### src/rtl/cplx_bin_accumulator.sv
// -----------------------------------------------------------------------------
// cplx_bin_accumulator
//
// Multi-channel complex "bin" accumulator. Each channel (bin) sums ACC_LEN
// complex samples. The sample that completes a block is folded into the sum
// and the total is dumped into a single output holding register, which uses a
// valid/ready handshake. The channel then restarts from zero.
//
// Optional feature (compile-time macro):
//   ACC_SATURATE_EN  defined   -> each dumped component saturates to the
//                                 signed DATA_W range
//                    undefined -> each dumped component is the low DATA_W bits
//                                 of the sum (wraps)
//
// Parameters:
//   DATA_W   signed width of each real/imag component
//   GUARD_W  extra accumulator bits (ACC_W = DATA_W + GUARD_W)
//   NUM_CH   number of independent channels
//   ACC_LEN  samples per dump, 1..2**GUARD_W
//
// Ports:
//   clk        rising-edge clock
//   reset      synchronous, active-low reset
//   clr        synchronous clear of all sums, counters and pending output
//   in_valid   input sample present
//   in_ready   block accepts a sample this cycle (combinational)
//   in_ch      channel index of the sample (ignored if >= NUM_CH)
//   in_data    {real, imag}, DATA_W each, two's complement
//   out_valid  dumped result held
//   out_ready  consumer takes the result
//   out_ch     channel of the dumped result
//   out_data   {real, imag} of the dumped sum, DATA_W each
// -----------------------------------------------------------------------------
module cplx_bin_accumulator #(
  parameter int DATA_W  = 16,
  parameter int GUARD_W = 3,
  parameter int NUM_CH  = 4,
  parameter int ACC_LEN = 8,
  localparam int CH_W   = (NUM_CH > 1) ? $clog2(NUM_CH) : 1
) (
  input  logic                clk,
  input  logic                reset,
  input  logic                clr,
  input  logic                in_valid,
  output logic                in_ready,
  input  logic [CH_W-1:0]     in_ch,
  input  logic [2*DATA_W-1:0] in_data,
  output logic                out_valid,
  input  logic                out_ready,
  output logic [CH_W-1:0]     out_ch,
  output logic [2*DATA_W-1:0] out_data
);

  localparam int ACC_W = DATA_W + GUARD_W;
  localparam int CNT_W = (ACC_LEN > 1) ? $clog2(ACC_LEN) : 1;
  localparam logic [CNT_W-1:0] LAST_CNT = CNT_W'(ACC_LEN - 1);

`ifdef ACC_SATURATE_EN
  localparam logic signed [ACC_W-1:0] SAT_MAX = {{(GUARD_W+1){1'b0}}, {(DATA_W-1){1'b1}}};
  localparam logic signed [ACC_W-1:0] SAT_MIN = {{(GUARD_W+1){1'b1}}, {(DATA_W-1){1'b0}}};
`endif

  // Reduce a full-width sum to an output component.
  function automatic logic signed [DATA_W-1:0] fit_out(input logic signed [ACC_W-1:0] s);
`ifdef ACC_SATURATE_EN
    if (s > SAT_MAX)
      return {1'b0, {(DATA_W-1){1'b1}}};
    else if (s < SAT_MIN)
      return {1'b1, {(DATA_W-1){1'b0}}};
    else
      return s[DATA_W-1:0];
`else
    return s[DATA_W-1:0];
`endif
  endfunction

  // Per-channel state
  logic signed [ACC_W-1:0] r_sum_re [NUM_CH];
  logic signed [ACC_W-1:0] r_sum_im [NUM_CH];
  logic [CNT_W-1:0]        r_cnt    [NUM_CH];

  // Output holding register
  logic                r_out_valid;
  logic [CH_W-1:0]     r_out_ch;
  logic [2*DATA_W-1:0] r_out_data;

  logic signed [DATA_W-1:0] w_in_re;
  logic signed [DATA_W-1:0] w_in_im;
  logic signed [ACC_W-1:0]  w_ext_re;
  logic signed [ACC_W-1:0]  w_ext_im;
  logic signed [ACC_W-1:0]  w_new_re;
  logic signed [ACC_W-1:0]  w_new_im;
  logic                     w_ch_ok;
  logic                     w_accept;
  logic                     w_last;
  logic [CH_W-1:0]          w_idx;

  // A channel index field wider than NUM_CH needs a range check; when the
  // field exactly covers NUM_CH every index is legal.
  generate
    if (NUM_CH == (1 << CH_W)) begin : g_ch_full
      assign w_ch_ok = 1'b1;
    end else begin : g_ch_chk
      assign w_ch_ok = (int'(in_ch) < NUM_CH);
    end
  endgenerate

  assign in_ready = !r_out_valid || out_ready;
  assign w_accept = in_valid && in_ready;

  // Keep array reads in range even for an illegal channel (result unused then).
  assign w_idx = w_ch_ok ? in_ch : '0;

  assign w_in_re  = in_data[2*DATA_W-1:DATA_W];
  assign w_in_im  = in_data[DATA_W-1:0];
  assign w_ext_re = {{GUARD_W{w_in_re[DATA_W-1]}}, w_in_re};
  assign w_ext_im = {{GUARD_W{w_in_im[DATA_W-1]}}, w_in_im};

  // Sums wrap modulo 2**ACC_W by construction.
  assign w_new_re = r_sum_re[w_idx] + w_ext_re;
  assign w_new_im = r_sum_im[w_idx] + w_ext_im;
  assign w_last   = (r_cnt[w_idx] == LAST_CNT);

  always_ff @(posedge clk) begin
    if (!reset || clr) begin
      for (int i = 0; i < NUM_CH; i++) begin
        r_sum_re[i] <= '0;
        r_sum_im[i] <= '0;
        r_cnt[i]    <= '0;
      end
      r_out_valid <= 1'b0;
      if (!reset) begin
        r_out_ch   <= '0;
        r_out_data <= '0;
      end
    end else begin
      if (r_out_valid && out_ready)
        r_out_valid <= 1'b0;
      // A dump can only occur while the holding register is empty or being
      // drained, so a new result safely overrides the clear above.
      if (w_accept && w_ch_ok) begin
        if (w_last) begin
          r_sum_re[w_idx] <= '0;
          r_sum_im[w_idx] <= '0;
          r_cnt[w_idx]    <= '0;
          r_out_valid     <= 1'b1;
          r_out_ch        <= in_ch;
          r_out_data      <= {fit_out(w_new_re), fit_out(w_new_im)};
        end else begin
          r_sum_re[w_idx] <= w_new_re;
          r_sum_im[w_idx] <= w_new_im;
          r_cnt[w_idx]    <= r_cnt[w_idx] + CNT_W'(1);
        end
      end
    end
  end

  assign out_valid = r_out_valid;
  assign out_ch    = r_out_ch;
  assign out_data  = r_out_data;

endmodule

### config.mk
export PLATFORM = sky130hd
export DESIGN_NAME = cplx_bin_accumulator
export DESIGN_NICKNAME = d
export VERILOG_FILES = /design/src/rtl/cplx_bin_accumulator.sv
export SDC_FILE = /design/constraint.sdc
export NUM_CORES = 1
export LEC_CHECK = 0
export CORE_MARGIN = 3
export CORE_UTILIZATION = 43
export CTS_BUF_LIST = sky130_fd_sc_hd__clkbuf_8
export DETAILED_ROUTE_END_ITERATION = 10
export SYNTH_ARGS = -nofsm -noshare
export SYNTH_HDL_FRONTEND = slang
export SYNTH_SLANG_ARGS = --single-unit
### constraint.sdc
create_clock -name clk -period 10 [get_ports clk]
set_input_delay 3 -clock clk [delete_from_list [all_inputs] [get_ports clk]]
set_output_delay 3 -clock clk [all_outputs]
set_load 0.02 [all_outputs]
# ---- Word-level counts from Yosys, hierarchy flattened
# Memory sizes are Yosys's and may differ from the RTL's.
# Cells that the tools add are included.
dict set report classes {
  n_reduce_logical 12
  bitwise 3
  eq_ne 2
  mux 33
  n_addsub 3
}
# op count
set op_table {}
lappend op_table {{32-bit 2-to-1 mux} 4}
lappend op_table {{19-bit 2-to-1 mux} 4}
lappend op_table {{19-bit by 16-bit adder with 19-bit output} 2}
lappend op_table {{19-bit OR reduction} 2}
lappend op_table {{1-bit 2-to-1 mux} 16}
lappend op_table {{2-bit 2-to-1 mux} 7}
lappend op_table {{3-bit 2-to-1 mux} 2}
lappend op_table {{2-bit nonzero test} 2}
lappend op_table {{3-bit by 1-bit adder with 3-bit output, second input constant} 1}
lappend op_table {{3-bit == test, second input constant} 1}
lappend op_table {{1-bit OR} 3}
lappend op_table {{3-bit AND reduction} 1}
lappend op_table {{3-bit OR reduction} 1}
lappend op_table {{1-bit logical AND} 2}
lappend op_table {{1-bit logical NOT} 2}
lappend op_table {{1-bit logical OR} 2}
lappend op_table {{2-bit inequality test, second input constant} 1}
dict set report word_totals {
  elab_cells 59
  output_inout_bits 36
  input_bits 39
  mem_bits_rw 164
  reg_bits 35
  memories 3
}
# name depth word_bits read_ports rd_ports_with_merged_regs wr line_no
set mem_list {}
lappend mem_list {r_sum_im 4 19 1 0 4 79} ;# logic signed [ACC_W-1:0] r_sum_im [NUM_CH];
lappend mem_list {r_sum_re 4 19 1 0 4 78} ;# logic signed [ACC_W-1:0] r_sum_re [NUM_CH];
lappend mem_list {r_cnt 4 3 1 0 4 80} ;# logic [CNT_W-1:0] r_cnt [NUM_CH];

# ---- Longest topological paths before layout
dict set report logic_depth {
  depth_word 9
  mapped_depth 12
  depth_no_buf 10
}

# ---- Least setup slack after synthesis
# No wires, ideal clock.
dict set report synth_path {
  path_type {input to register}
  from {input in_ch[0]}
  to {register r_out_ch[0] (netlist: out_ch[0]), enable pin}
  setup_slack_ns 3.026
  t_arrival_ns 6.501
  path_buffers 2
  cell_stages 6
  setup_time_ns 0.472
  cell_sequence {buf_2 > buf_2 > mux4_2 > ha_1 > nand2b_1 > o21ai_0}
}
dict set report synth_between {
  elab_chain_len 4
}
# item line_no
set synth_rtl {}
lappend synth_rtl {{from (decl)} 46} ;# input logic [CH_W-1:0] in_ch,
lappend synth_rtl {{memory 4 x 3 bit} -}
lappend synth_rtl {{3-bit == test} 122} ;# assign w_last = (r_cnt[w_idx] == LAST_CNT);
lappend synth_rtl {{2-bit nonzero test (no source line)} -}
lappend synth_rtl {{3-bit AND reduction (no source line)} -}
lappend synth_rtl {{to (signal assigned)} 147} ;# r_out_ch <= in_ch;
lappend synth_rtl {{to (decl)} 84} ;# logic [CH_W-1:0] r_out_ch;
# No other way between the ends.
# A chain may end at the register's enable or synchronous reset.

# ---- Worst setup path in the final report
dict set report layout_path {
  from {input out_ready}
  to {output in_ready}
}
dict set report layout_between {
  elab_chain_len 1
}
# item line_no
set layout_rtl {}
lappend layout_rtl {{from (decl)} 49} ;# input logic out_ready,
lappend layout_rtl {{1-bit logical OR} 108} ;# assign in_ready = !r_out_valid || out_ready;
lappend layout_rtl {{to (decl)} 45} ;# output logic in_ready,
# No other way between the ends.

==> impl_metrics.yaml <==
run_status:
  outcome: "finished clean"
clock_tree:
  cts_root_buf: "clkbuf_8"
  path_clk_slew_ns: 0.10
  clkSinkCount: 175
  cts_setup_buffers: 0
  insertion_delay_ns: 0.47
  holdBufCountCts: 0
  tritoncts: "built"
  post_cts_resized: 0
  htree_levels: 4
  numCtsBuffers: 17
  cts_buffer_depth: 2
drt:
  drtPass1Iterations: 5
  drtIter0Drc: 621
  drc: 0
  antenna_left: 0
  wl_per_cell_um: 19.7
  post_drt_via_cell_ratio: 5.50
  vias: 5480
  drt_wl_total_um: 19700
logic_synthesis:
  synth_top_area_share_pct: 61.1
  syn_area_per_cell_um2: 13.1
  yosys_warnings: 0
  synthFlopType: "edfxtp_1"
  yosysMostFrequentCell: "edfxtp_1"
  synth.area.top_cells: "edfxtp_1, mux4_2, nor2_1"
  synth_top_cell_by_area: "edfxtp_1"
  ys_seq_area_share_pct: 61.3
  synth_nets: 725
  synth_area_um2: 8550
  post_synth_num_cell_types: 49
  async_flop_share_pct: 0
  yosys-top-cells-count: "edfxtp_1, nor2_1, mux4_2"
  synth-edff-count: 174
  ys_ff_latch: 175
  synth_cells: 652
cells_and_area:
  final_util_pct: 52.2
  nNetsFinal: 796
  drive_above_1_share_pct: 12.2
  n_fill_cell: 1685
  areaGrowthSynthToFinish_pct: 16.8
  diodes: 0
sta:
  rsz0062_at_grt: "false"
  maxSlewHeadroom_pct: 17.5
  worstMarginPinSlew_ns: 1.24
  setup_viol: 0
  max_freq_ghz: 0.136
  drv_slew: 0
  hold_viol: 0
  post-route-min-period_ns: 7.34
  setup_tns_ns: 0
  period_share_pct: 73.4
  finClkSkew_ns: 0.0132
global_route:
  grt_max_degree: 41
  grt_overflow: 0
  track_usage_pct: 18.7
  grt_pass1_wl_um: 31100
  grt_pass1_vias: 5636
  antenna_found_initial: 0
floorplanning:
  dieHeight_um: 147
  die_w_um: 147
  std_cell_rows: 50
  io_pins: 75
  core_um2: 19100
  initial_core_util_pct: 44.7
  die-area_um2: 21600
setup_path:
  critical_path_peak_fanout: 6
  worst_ep_required_time_ns: 7.00
  r2r_slack_ns: 6.95
  path_class: "primary input to output pin"
  reg2reg_depth: 6
  cp-end-kind: "output pin"
  arrival_ns: 4.34
  critPathLaunchType: "primary input"
pwr:
  irDropWorstVdd_mv: 0.0932
  power_density_nw_per_um2: 171
  leakage_nw: 3.79
  finalPower_mw: 1.71
placed_design:
  routabilityCongestion: 0.876
  dp_hpwl_um: 12600
  portBuffers: 74
hold_path:
  min_delay_path_depth: 2
  hold_path_class: "flop to flop"
run:
  maxCapViolCount: 0
final cells by class:
| type | count | area (um2) | area share, % |
|---|---|---|---|
| clock buffer | 17 | 234 | 2.34 |
| clock inverter | 15 | 206 | 2.07 |
| inverter | 25 | 93.8 | 0.939 |
| multi-input combinational | 422 | 3090 | 31.0 |
| sequential | 175 | 5250 | 52.5 |
| tap | 260 | 325 | 3.26 |
| timing repair buffer | 82 | 791 | 7.92 |
power breakdown:
group	switching [mW]	total, mW	internal (mW)
clock network	0.272	0.548	0.276
logic	0.177	0.294	0.117
registers	0.0113	0.866	0.855
final timing paths:
| kind | start | endpoint |
|---|---|---|
| setup reg to reg | r_cnt[3][0] | r_sum_re[1][14] |
| hold / removal | out_valid | out_valid |
| hold reg to reg | out_valid | out_valid |
| setup / recovery | out_ready | in_ready |
placed cells by master, fill, tap and decap left out, types with 6 or more instances in the layout:
master / n
ha_1: 32
clkdlybuf4s50_1: 72
xor2_1: 13
xnor2_1: 14
nor2_1: 154
mux4_2: 35
a21oi_1: 27
nand2_1: 30
or2_1: 7
buf_4: 8
nand4_1: 7
nand3_1: 6
nor3_1: 8
nand2b_1: 8
o21ai_0: 16
o211ai_1: 8
clkbuf_8: 17
nor3b_1: 6
edfxtp_1: 174
inv_1: 25
critical path, cell delays in order:
cell             delay, ns
clkdlybuf4s50_1       0.46
nand2b_1              0.23
clkdlybuf4s50_1       0.65
routing by layer:
layer | vias to the layer above | track usage, % | part of all wire, %
met5 | - | 0 | 0
met4 | 0 | 5.36 | 1.4
met3 | 20 | 3.02 | 5.3
met2 | 181 | 31.6 | 50
met1 | 2744 | 25.1 | 43
li1 | 2535 | - | -
stage by stage:
stage          area, um2  cells  setup WS, ns  hold WS (ns)
2_1_floorplan       8550    652          3.03         0.764
4_1_cts             9990    996          2.64         0.717
3_3_place_gp        9550    964          2.70         0.661
3_5_place_dp        9550    964          2.65         0.693
6_report            9990    996          2.66         0.710
5_1_grt             9990    996          2.58         0.783
cells by family (layout without fill, tap and decap cells):
logic type      after synthesis  after routing  synth area share (%)
compound gates               81             81                  6.11
fa+ha+maj                    34             34                  5.15
xor+xnor                     27             27                  2.76
simple gates                245            245                  12.7
mux                          35             35                  9.22
flops                       175            175                  61.3
buf+inv                      55            139                  2.69
flip-flops by register name (all words and copies together) (netlist names):
register	count
out_valid	1
r_sum_re	64
out_data	32
r_cnt	12
r_sum_im	64
out_ch	2
(Power assumes the default switching activity.)
